<file path="config.mk">
export PLATFORM = sky130hd
export DESIGN_NAME = mem_port_arbiter_flat
export DESIGN_NICKNAME = d
export VERILOG_FILES = /design/src/rtl/mem_port_arbiter_if.sv /design/src/rtl/mem_port_arbiter.sv /design/src/flat_wrapper.sv
export SDC_FILE = /design/constraint.sdc
export NUM_CORES = 1
export LEC_CHECK = 0
export BUFFER_PORTS_ARGS = -buffer_cell sky130_fd_sc_hd__buf_2
export CAP_MARGIN = 0
export CORE_UTILIZATION = 37
export CTS_CLUSTER_SIZE = 10
export DETAILED_ROUTE_END_ITERATION = 8
export HOLD_SLACK_MARGIN = 0.05
export PLACE_DENSITY = 0.69
export REMOVE_ABC_BUFFERS = 1
export SYNTH_ARGS = -nofsm -noshare
export SYNTH_HDL_FRONTEND = slang
export SYNTH_SLANG_ARGS = --single-unit
</file>
<file path="constraint.sdc">
create_clock -name clk -period 5.67 [get_ports clk]
set_input_delay 0.567 -clock clk [delete_from_list [all_inputs] [get_ports clk]]
set_output_delay 0.567 -clock clk [all_outputs]
set_load 0.02 [all_outputs]
</file>
<file path="src/rtl/mem_port_arbiter_if.sv">
// Signal bundle between the arbiter, its two requesters (IF, DM) and the unified memory port.
// The arbiter connects through the slave modport; the environment drives through master.
interface mem_port_arbiter_if #(
    parameter int AW = 32,
    parameter int DW = 32
);
    logic              if_req;
    logic [AW-1:0]     if_addr;
    logic [DW-1:0]     if_rdata;
    logic              if_ack;

    logic              dm_req;
    logic              dm_we;
    logic [DW/8-1:0]   dm_be;
    logic [AW-1:0]     dm_addr;
    logic [DW-1:0]     dm_wdata;
    logic [DW-1:0]     dm_rdata;
    logic              dm_ack;

    logic              mem_en;
    logic              mem_we;
    logic [DW/8-1:0]   mem_be;
    logic [AW-1:0]     mem_addr;
    logic [DW-1:0]     mem_wdata;
    logic [DW-1:0]     mem_rdata;
    logic              mem_ready;

    logic              err;

    modport master (
        output if_req, if_addr,
        output dm_req, dm_we, dm_be, dm_addr, dm_wdata,
        output mem_rdata, mem_ready,
        input  if_rdata, if_ack, dm_rdata, dm_ack,
        input  mem_en, mem_we, mem_be, mem_addr, mem_wdata, err
    );

    modport slave (
        input  if_req, if_addr,
        input  dm_req, dm_we, dm_be, dm_addr, dm_wdata,
        input  mem_rdata, mem_ready,
        output if_rdata, if_ack, dm_rdata, dm_ack,
        output mem_en, mem_we, mem_be, mem_addr, mem_wdata, err
    );
endinterface

</file>
<file path="src/rtl/mem_port_arbiter.sv">
// Round-robin arbiter sharing one memory port between instruction fetch (IF) and load/store (DM).
// Define ARB_TIMEOUT_EN to abort accesses that see no mem_ready within TIMEOUT BUSY cycles.
module mem_port_arbiter #(
    parameter int AW      = 32,
    parameter int DW      = 32,
    parameter int TIMEOUT = 16
) (
    input  logic              clk,
    input  logic              rst,
    mem_port_arbiter_if.slave bus
);
    localparam int BW = DW / 8;

    typedef enum logic [1:0] {IDLE, BUSY, RESP} state_t;

    if (TIMEOUT < 1) begin : g_timeout_range
        $error("TIMEOUT must be at least 1");
    end

    state_t        state_q, state_d;
    logic          owner_dm_q, owner_dm_d;
    logic          last_dm_q, last_dm_d;
    logic [DW-1:0] if_rdata_q, if_rdata_d;
    logic [DW-1:0] dm_rdata_q, dm_rdata_d;
    logic [AW-1:0] addr_q, addr_d;
    logic          we_q, we_d;
    logic [BW-1:0] be_q, be_d;
    logic [DW-1:0] wdata_q, wdata_d;
    logic          pick_dm;
    logic          busy;

`ifdef ARB_TIMEOUT_EN
    localparam int CW = $clog2(TIMEOUT + 1);
    logic [CW-1:0] cnt_q, cnt_d;
    logic          err_q, err_d;
`endif

    always_comb begin
        state_d    = state_q;
        owner_dm_d = owner_dm_q;
        last_dm_d  = last_dm_q;
        if_rdata_d = if_rdata_q;
        dm_rdata_d = dm_rdata_q;
        addr_d     = addr_q;
        we_d       = we_q;
        be_d       = be_q;
        wdata_d    = wdata_q;
`ifdef ARB_TIMEOUT_EN
        cnt_d      = cnt_q;
        err_d      = err_q;
`endif
        // On a tie the requester that did not win last time gets the port.
        pick_dm = bus.dm_req && (!bus.if_req || !last_dm_q);

        case (state_q)
            IDLE: begin
                if (bus.if_req || bus.dm_req) begin
                    state_d    = BUSY;
                    owner_dm_d = pick_dm;
                    last_dm_d  = pick_dm;
                    addr_d     = pick_dm ? bus.dm_addr : bus.if_addr;
                    we_d       = pick_dm & bus.dm_we;
                    be_d       = pick_dm ? bus.dm_be : '1;
                    wdata_d    = pick_dm ? bus.dm_wdata : '0;
`ifdef ARB_TIMEOUT_EN
                    cnt_d      = '0;
                    err_d      = 1'b0;
`endif
                end
            end
            BUSY: begin
                if (bus.mem_ready) begin
                    state_d = RESP;
                    if (!owner_dm_q)
                        if_rdata_d = bus.mem_rdata;
                    else if (!we_q)
                        dm_rdata_d = bus.mem_rdata;
                end
`ifdef ARB_TIMEOUT_EN
                else if (cnt_q == CW'(TIMEOUT - 1)) begin
                    state_d = RESP;
                    err_d   = 1'b1;
                    if (!owner_dm_q)
                        if_rdata_d = '0;
                    else
                        dm_rdata_d = '0;
                end else begin
                    cnt_d = cnt_q + 1'b1;
                end
`endif
            end
            RESP:    state_d = IDLE;
            default: state_d = IDLE;
        endcase

        busy          = (state_q == BUSY);
        bus.mem_en    = busy;
        bus.mem_we    = busy & we_q;
        bus.mem_be    = busy ? be_q : '0;
        bus.mem_addr  = busy ? addr_q : '0;
        bus.mem_wdata = busy ? wdata_q : '0;
        bus.if_ack    = (state_q == RESP) && !owner_dm_q;
        bus.dm_ack    = (state_q == RESP) && owner_dm_q;
        bus.if_rdata  = if_rdata_q;
        bus.dm_rdata  = dm_rdata_q;
`ifdef ARB_TIMEOUT_EN
        bus.err       = (state_q == RESP) && err_q;
`else
        bus.err       = 1'b0;
`endif
    end

    always_ff @(posedge clk or negedge rst) begin
        if (!rst) begin
            state_q    <= IDLE;
            owner_dm_q <= 1'b0;
            last_dm_q  <= 1'b0;
            if_rdata_q <= '0;
            dm_rdata_q <= '0;
`ifdef ARB_TIMEOUT_EN
            cnt_q      <= '0;
            err_q      <= 1'b0;
`endif
        end else begin
            state_q    <= state_d;
            owner_dm_q <= owner_dm_d;
            last_dm_q  <= last_dm_d;
            if_rdata_q <= if_rdata_d;
            dm_rdata_q <= dm_rdata_d;
`ifdef ARB_TIMEOUT_EN
            cnt_q      <= cnt_d;
            err_q      <= err_d;
`endif
        end
    end

    // Latched access fields are only visible while BUSY, so they need no reset.
    always_ff @(posedge clk) begin
        addr_q  <= addr_d;
        we_q    <= we_d;
        be_q    <= be_d;
        wdata_q <= wdata_d;
    end
endmodule

</file>
<file path="src/flat_wrapper.sv">
// flat-port wrapper written by rule: the top's interface ports become plain ports
module mem_port_arbiter_flat 
#(
    parameter int AW      = 32,
    parameter int DW      = 32,
    parameter int TIMEOUT = 16
)
  (clk, rst, bus_if_req, bus_if_addr, bus_dm_req, bus_dm_we, bus_dm_be, bus_dm_addr, bus_dm_wdata, bus_mem_rdata, bus_mem_ready, bus_if_rdata, bus_if_ack, bus_dm_rdata, bus_dm_ack, bus_mem_en, bus_mem_we, bus_mem_be, bus_mem_addr, bus_mem_wdata, bus_err);
  mem_port_arbiter_if #(.AW(AW), .DW(DW)) bus_i ();
  input  logic clk;
  input  logic rst;
  input wire logic [$bits(bus_i.if_req)-1:0] bus_if_req;
  input wire logic [$bits(bus_i.if_addr)-1:0] bus_if_addr;
  input wire logic [$bits(bus_i.dm_req)-1:0] bus_dm_req;
  input wire logic [$bits(bus_i.dm_we)-1:0] bus_dm_we;
  input wire logic [$bits(bus_i.dm_be)-1:0] bus_dm_be;
  input wire logic [$bits(bus_i.dm_addr)-1:0] bus_dm_addr;
  input wire logic [$bits(bus_i.dm_wdata)-1:0] bus_dm_wdata;
  input wire logic [$bits(bus_i.mem_rdata)-1:0] bus_mem_rdata;
  input wire logic [$bits(bus_i.mem_ready)-1:0] bus_mem_ready;
  output wire logic [$bits(bus_i.if_rdata)-1:0] bus_if_rdata;
  output wire logic [$bits(bus_i.if_ack)-1:0] bus_if_ack;
  output wire logic [$bits(bus_i.dm_rdata)-1:0] bus_dm_rdata;
  output wire logic [$bits(bus_i.dm_ack)-1:0] bus_dm_ack;
  output wire logic [$bits(bus_i.mem_en)-1:0] bus_mem_en;
  output wire logic [$bits(bus_i.mem_we)-1:0] bus_mem_we;
  output wire logic [$bits(bus_i.mem_be)-1:0] bus_mem_be;
  output wire logic [$bits(bus_i.mem_addr)-1:0] bus_mem_addr;
  output wire logic [$bits(bus_i.mem_wdata)-1:0] bus_mem_wdata;
  output wire logic [$bits(bus_i.err)-1:0] bus_err;
  assign bus_i.if_req = bus_if_req;
  assign bus_i.if_addr = bus_if_addr;
  assign bus_i.dm_req = bus_dm_req;
  assign bus_i.dm_we = bus_dm_we;
  assign bus_i.dm_be = bus_dm_be;
  assign bus_i.dm_addr = bus_dm_addr;
  assign bus_i.dm_wdata = bus_dm_wdata;
  assign bus_i.mem_rdata = bus_mem_rdata;
  assign bus_i.mem_ready = bus_mem_ready;
  assign bus_if_rdata = bus_i.if_rdata;
  assign bus_if_ack = bus_i.if_ack;
  assign bus_dm_rdata = bus_i.dm_rdata;
  assign bus_dm_ack = bus_i.dm_ack;
  assign bus_mem_en = bus_i.mem_en;
  assign bus_mem_we = bus_i.mem_we;
  assign bus_mem_be = bus_i.mem_be;
  assign bus_mem_addr = bus_i.mem_addr;
  assign bus_mem_wdata = bus_i.mem_wdata;
  assign bus_err = bus_i.err;
  mem_port_arbiter #(.AW(AW), .DW(DW), .TIMEOUT(TIMEOUT)) u_core (.clk(clk), .rst(rst), .bus(bus_i));
endmodule
</file>
== After elaboration in Yosys (flattened, before gate mapping) ==
Index checks and enable logic that the tools add are counted.

* Bits in registers: 136
* Bits of input ports: 138
* Output and inout bits: 137
* Word-level logic and storage cells: 35

* Eq/ne operators: 4
* Muxes and demuxes: 7
* Bitwise operators: 4
* Reductions and logical operators: 12

{| class="wikitable"
|+ Operator list
! kind !! number
|-
| $mux W32 || 3
|-
| $mux W2 || 2
|-
| $mux W4 || 1
|-
| $pmux W2 S2 || 1
|-
| $reduce_and A2 Y1 || 2
|-
| $reduce_and A4 Y1 || 1
|-
| $logic_and A1 B1 Y1 || 3
|-
| $reduce_and A3 Y1 || 1
|-
| $and A1 B1 Y1 || 2
|-
| $eq A2 B1 Y1 const B || 1
|-
| $eq A2 B2 Y1 const B || 1
|-
| $logic_not A1 Y1 || 2
|-
| $logic_not A2 Y1 || 1
|-
| $logic_or A1 B1 Y1 || 2
|-
| $ne A2 B1 Y1 const B || 1
|-
| $ne A2 B2 Y1 const B || 1
|-
| $not A1 Y1 || 2
|}

== Longest topological paths before layout ==
Gate-level depths: netlist (run 1).

* Depth after elaboration: 4
* Depth in mapped cells: 5
* Mapped depth without buffers: 3

== Least setup slack after synthesis (run 1) ==
OpenSTA, ideal clock, no wires.

* Path type: input-to-reg
* From: in bus_if_req
* To: reg u_core.owner_dm_q
* Library setup time: 0.089 ns
* Arrival time: 6.148 ns
* Required time: 5.581 ns
* Setup slack: -0.567 ns
* Stages: 3
* Path buffers: 0
* Cell sequence: nor2_1 > nor3_1 > mux2_2

* Longest elaborated chain between the ends: 3
* Elaborated cells between the ends (all ways): 5
* Those cells by class: reduce/logical: 5

{| class="wikitable"
|+ RTL lines
! element !! RTL line !! source
|-
| start, declared || flat_wrapper.sv:12 || <nowiki>input wire logic [$bits(bus_i.if_req)-1:0] bus_if_req;</nowiki>
|-
| $logic_not A1 Y1 || mem_port_arbiter.sv:53 || <nowiki>pick_dm = bus.dm_req && (!bus.if_req || !last_dm_q);</nowiki>
|-
| $logic_or A1 B1 Y1 || mem_port_arbiter.sv:53 ||
|-
| $logic_and A1 B1 Y1 || mem_port_arbiter.sv:53 ||
|-
| end signal, assigned || mem_port_arbiter.sv:126 || <nowiki>owner_dm_q <= owner_dm_d;</nowiki>
|-
| end, declared || mem_port_arbiter.sv:21 || <nowiki>logic owner_dm_q, owner_dm_d;</nowiki>
|}

Parallel ways exist; a longest one is shown, timed or not.
A chain may end at the register's enable or synchronous reset.

== Worst setup path after layout (run 1) ==
* From: reg u_core.state_q[1]
* To: reg u_core.dm_rdata_q[3] (netlist: u_core.bus.dm_rdata[3])

* Longest elaborated chain between the ends: 2

{| class="wikitable"
|+ RTL lines
! element !! RTL line !! source
|-
| start, declared || mem_port_arbiter.sv:20 || <nowiki>state_t state_q, state_d;</nowiki>
|-
| start signal, assigned || mem_port_arbiter.sv:125 || <nowiki>state_q <= state_d;</nowiki>
|-
| $eq A2 B1 Y1 || mem_port_arbiter.sv:55 || <nowiki>case (state_q)</nowiki>
|-
| $reduce_and A4 Y1 (no line) || n/a ||
|-
| end signal, assigned || mem_port_arbiter.sv:129 || <nowiki>dm_rdata_q <= dm_rdata_d;</nowiki>
|-
| end, declared || mem_port_arbiter.sv:24 || <nowiki>logic [DW-1:0] dm_rdata_q, dm_rdata_d;</nowiki>
|}

No other way between the ends.

==> results of run 1 <==
flip-flops by register name (all words and copies together) (netlist names):
| signal | count |
|---|---|
| u_core.we_q | 1 |
| u_core.addr_q | 32 |
| u_core.be_q | 4 |
| u_core.bus.if_rdata | 32 |
| u_core.owner_dm_q | 1 |
| u_core.wdata_q | 32 |
| u_core.state_q | 2 |
| u_core.bus.dm_rdata | 32 |
cell usage in the layout (no fill, tap or decap), types with 2 or more instances in the layout:
cell type and count:
mux2_1 5, nand2b_1 4, inv_4 2, clkinv_2 2, mux2_2 92, buf_2 273
clkbuf_16 20, clkbuf_1 2, dfrtp_1 67, and2_1 103, buf_4 6, edfxtp_1 69
cells in the mapped netlist:
library cell,n
edfxtp_1,69
inv_1,1
clkbuf_2,1
and4b_1,1
dfrtp_1,67
mux2_2,92
nor3b_4,1
clkbuf_1,10
nor3b_1,1
and2_1,103
and3b_1,1
conb_1,1
a21boi_1,1
a21o_1,1
nor2_1,1
nand2b_1,4
nor3_1,1
buf_2,4
buf_4,4
nor2b_4,1
mux2_1,5
buf_6,4
power by group through the flow:
stage / logic [mW] / registers (mW) / clock network [mW]
after floorplan: 0.844 / 1.96 / 0
after CTS: 1.79 / 1.66 / 1.13
after global routing: 1.87 / 1.70 / 1.17
after detailed placement: 1.79 / 1.67 / 0
after global placement: 1.76 / 1.65 / 0
final: 1.75 / 1.65 / 1.10
final cells by class:
cell class | instances | area, um^2 | share of cell area [%]
Inverter | 1 | 3.754 | 0.04772
Multi-Input combinational cell | 214 | 1864 | 23.70
Tap cell | 188 | 235.2 | 2.990
Clock buffer | 23 | 521.8 | 6.633
Clock inverter | 9 | 81.33 | 1.034
Timing Repair Buffer | 279 | 1411 | 17.94
Sequential cell | 136 | 3749 | 47.65
worst max path at each step:
stage                                  startpoint                                   to  slack (ps)  depth (start not counted)
finish              u_core.state_q[1]$_DFFE_PN0P_   u_core.bus.dm_rdata[3]$_DFFE_PN0P_        3210                          5
global route        u_core.state_q[0]$_DFFE_PN0P_  u_core.bus.dm_rdata[31]$_DFFE_PN0P_        2970                          5
CTS                 u_core.state_q[1]$_DFFE_PN0P_   u_core.bus.dm_rdata[3]$_DFFE_PN0P_        3130                          5
detailed placement  u_core.state_q[1]$_DFFE_PN0P_  u_core.bus.dm_rdata[31]$_DFFE_PN0P_        3140                          5
global placement    u_core.state_q[1]$_DFFE_PN0P_   u_core.bus.dm_rdata[0]$_DFFE_PN0P_        3230                          5
floorplan                              bus_if_req        u_core.owner_dm_q$_DFFE_PN0P_        -570                          3
layer usage:
| metal | vias to the layer above | part of all wire [%] | global-route usage [%] |
|---|---|---|---|
| met5 | - | 0.097 | 0 |
| met4 | 2 | 2.8 | 8.505 |
| met3 | 30 | 5.2 | 5.356 |
| met2 | 119 | 52 | 29.87 |
| met1 | 1884 | 40 | 19.08 |
| li1 | 1848 | - | - |
logic make-up (layout without fill, tap and decap cells):
family / after synthesis / after routing
DFF: 136 / 136
and+or+nand+nor: 114 / 114
muxes: 97 / 97
buffers and inverters: 24 / 312
AOI/OAI and AO/OA: 2 / 2
other: 1 / 1
==> flow_summary.toml, run 1 <==
[setup_path]
reg2reg_setup_slack_ps = 3210
r2r_cells = 5
criticalPathCategory = "flip-flop to flip-flop"
crit_top_cell = "buf_4"
crit_fanout = 74
r2r-start = "u_core.state_q[1]$_DFFE_PN0P_"
worstPathCellList = "nor2b_4, buf_4, and4b_1, buf_4, mux2_2"
r2r-end = "u_core.bus.dm_rdata[3]$_DFFE_PN0P_"
worstPathArrival_ps = 2750
required_ps = 5960
endpoint_kind = "flip-flop"
startpoint_type = "flip-flop"
critical-path-top-delay-family = "buffers and inverters"
critPathMaxStageDelay_ps = 520
crit_buf_inv = 2
critPathSlowestCell = "and4b_1"

[clocking]
clock_path_buffers = 2
cts_tree = "done"
cts_buffers = 17
clk_pin_slew_ps = 60
cts.sinks = 136
post-cts-setup-buffers = 0
cts_resized = 0
clk_latency_ps = 420
htreeDepth = 4
cts_root_buf = "clkbuf_16"
postCtsHoldBufs = 0

[synth]
synth-compound-area-share_pct = 0.2617
yosys_warnings = 0
synth_area_per_cell_um2 = 15.34
synthSimpleGateAreaFrac_pct = 12.84
muxShareOfSynthArea_pct = 19.04
netlist_area_mm2 = 0.005738
syn_inst = 374
synth-seq-cells = 136
synth_top_area_share_pct = 36.11
synthAdderAreaFrac_pct = 0
synth_top_family_by_area = "multiplexers"
yosysSeqAreaShare_pct = 65.33
synth_xor_area_share_pct = 0
synth_cell_types = 22
synthTopCellsByArea = "edfxtp_1 (36%), dfrtp_1 (29%), mux2_2 (18%), and2_1 (11%), mux2_1 (0.98%)"
yosysTopAreaCell = "edfxtp_1"

[sta]
skew_ps = 6.658
worst_slack_ps = 3214
period_needed_ps = 2456
setup_violations = 0
min_period_over_period_pct = 43.31
final.setup.tns_ps = 0
hold_viol = 0
rsz0062_at_grt = "no"
hold_slack_ps = 336.9
worst_pin_slew_ps = 905.8
clock.fmax_mhz = 407.2
final_max_slew_viol_count = 0
max_slew_margin_pct = 39.62

[status]
outcome = "completed"

[pwr]
vdd.ir_drop.worst_v = 0.0002112
leakagePower_nw = 3.683
switchingPower_mw = 1.635
power_density_mw_per_mm2 = 572.9
pwr-share-seq_pct = 36.7
internal_power_mw = 2.871
clockPowerShare_pct = 24.4
swShare_pct = 36.29
combPwrFrac_pct = 38.9
power_mw = 4.506

[die]
fp.dieH_um = 126.5
dieArea_mm2 = 0.01601
fp.dieW_um = 126.5
core.rowCount = 45
core_mm2 = 0.01515
io_pins = 275
initial_core_util_pct = 37.89

[drt]
drt-initial-drc-count = 129
finalWirelength_um = 13340
vias = 3883
ant_nets = 0
firstDrtPassIters = 4
wire_per_inst_um = 15.70
drc_errors = 0
viasPerCell = 4.568

[placed_design]
dp_hpwl_um = 9473
io_buffers = 273
gp_congestion = 0.7975
place_area_mm2 = 0.007263
dp_cells = 818
post-place-ws_ps = 3139

[grt]
grt_pass1_wl_um = 20710
grt_max_degree = 75
antenna_found_initial = 1
grt_pass1_vias = 3990
gr-total-overflow = 0
grt_use_total_pct = 17.19

[layout]
stdcell_count = 850
fin_nets = 787
post-route-util_pct = 51.94
fin_area_mm2 = 0.007866
drive_above_1_share_pct = 61.03
antenna_cells = 0
fillers = 1323
area_delta_synth_final_pct = 37.09

[hold_path]
hp-class = "input port to asynchronous set/reset pin"

[job]
max_cap_violations = 0
Note: power is estimated with default switching activity, not from simulation.
==> run 2: changes to the inputs <==
- PLACE_DENSITY: 0.69 -> 0.66
- clock period: 5.67 -> 2.4 ns (I/O delays scaled with it)
==> flow_summary.toml, run 2 (same netlist as run 1, synthesis figures left out) <==
[grt]
grt_pass1_wl_um = 21560
grt_max_degree = 71
grt_pass1_vias = 4195
grt_use_total_pct = 17.74
gr-total-overflow = 0
antenna_found_initial = 2

[clocking]
cts_root_buf = "clkbuf_16"
clk_pin_slew_ps = 60
post-cts-setup-buffers = 0
cts.sinks = 136
cts_tree = "done"
htreeDepth = 4
cts_buffers = 17
clk_latency_ps = 420
clock_path_buffers = 2

[drt]
viasPerCell = 4.618
drt-initial-drc-count = 117
wire_per_inst_um = 16.07
vias = 3976
ant_nets = 0
firstDrtPassIters = 4
drc_errors = 0
finalWirelength_um = 13830

[placed_design]
io_buffers = 273
dp_hpwl_um = 9860
post-place-ws_ps = 633.3
gp_congestion = 0.8228
dp_cells = 819
place_area_mm2 = 0.007308

[layout]
stdcell_count = 861
drive_above_1_share_pct = 60.71
area_delta_synth_final_pct = 38.97
final_cell_mix = "buf_2 (273), and2_1 (103), mux2_2 (92)"
final_common_cell = "buf_2"
fin_nets = 797
fin_area_mm2 = 0.007974

[status]
outcome = "completed"

[sta]
worst_slack_ps = 230.4
skew_ps = 7.216
hold_viol = 0
clock.fmax_mhz = 460.9
worst_pin_slew_ps = 832.2
min_period_over_period_pct = 90.40
setup_violations = 0
period_needed_ps = 2170
max_slew_margin_pct = 44.52
final_max_slew_viol_count = 0
rsz0062_at_grt = "no"

[pwr]
power_density_mw_per_mm2 = 1337
power_mw = 10.66
leakagePower_nw = 3.732
vdd.ir_drop.worst_v = 0.0006126

[setup_path]
critPathSlowestCell = "buf_4"
crit_buf_inv = 2
worstPathCellList = "nor2b_4, buf_4, and2_1, buf_2"
worstPathArrival_ps = 1930
startpoint_type = "flip-flop"
crit_fanout = 70
critical-path-top-delay-family = "buffers and inverters"
criticalPathCategory = "flip-flop to output pin"
critPathMaxStageDelay_ps = 460
required_ps = 2160
endpoint_kind = "output pin"

[die]
fp.dieH_um = 126.5
dieArea_mm2 = 0.01601
fp.dieW_um = 126.5
core_mm2 = 0.01515
core.rowCount = 45
initial_core_util_pct = 37.89
io_pins = 275

[hold_path]
hp-class = "input port to flip-flop"

[job]
max_cap_violations = 0
## run 2: cell types whose count changed in the layout (fill, tap and decap cells not counted), moves of 2 or more
| cell | previous run | this run |
|---|---|---|
| clkbuf_16 | 20 | 18 |
| dlygate4sd3_1 | 0 | 9 |
| buf_4 | 6 | 4 |
| clkbuf_1 | 2 | 0 |
| clkinv_2 | 2 | 6 |
| buf_12 | 0 | 3 |
## run 2: metal layers
metal	vias up	track usage [%]	routed length, um
met3	27	5.188	597
met2	120	30.09	7251
met5	-	0	13
met1	1955	20.66	5649
met4	2	8.434	320
li1	1872	-	-
## run 2: timing repair
action                    in CTS  in global routing
hold buffers                   9                  0
gates resized for setup        0                  0
hold endpoints to repair      76                  0
## run 2: final timing paths
path,start,endpoint,slack (ps),cells past startpoint
setup / recovery,u_core.state_q[1]$_DFFE_PN0P_,bus_mem_addr[31],230,4
hold reg to reg,u_core.bus.if_rdata[3]$_DFFE_PN0P_,u_core.bus.if_rdata[3]$_DFFE_PN0P_,500,1
max in group asynchronous,rst,u_core.bus.if_rdata[21]$_DFFE_PN0P_,1300,3
min in group asynchronous,rst,u_core.bus.if_rdata[28]$_DFFE_PN0P_,550,3
hold / removal,bus_mem_rdata[6],u_core.bus.dm_rdata[6]$_DFFE_PN0P_,70,2
setup reg to reg,u_core.state_q[1]$_DFFE_PN0P_,u_core.bus.if_rdata[16]$_DFFE_PN0P_,690,4
## run 2: metrics by stage
stage,TNS [ps],hold slack [ps],util [%]
2_1_floorplan,-330050,-55.59,-
3_3_place_gp,0,451.4,48.25
3_5_place_dp,0,470.6,48.25
4_1_cts,0,50.14,52.63
5_1_grt,0,50.15,52.65
6_report,0,67.20,52.65
## run 2: cell type report
class,instances,area (um^2)
Sequential cell,136,3749
Timing Repair Buffer,289,1546
Fill cell,1321,7172
Clock inverter,12,95.09
Inverter,1,3.754
Multi-Input combinational cell,214,1864
Antenna cell,1,2.502
Tap cell,188,235.2
Clock buffer,20,478.0
## run 2: where the power goes
part / switching [mW] / internal, mW
Clock: 0.975 / 1.53
Sequential: 0.380 / 3.52
Combinational: 2.57 / 1.69
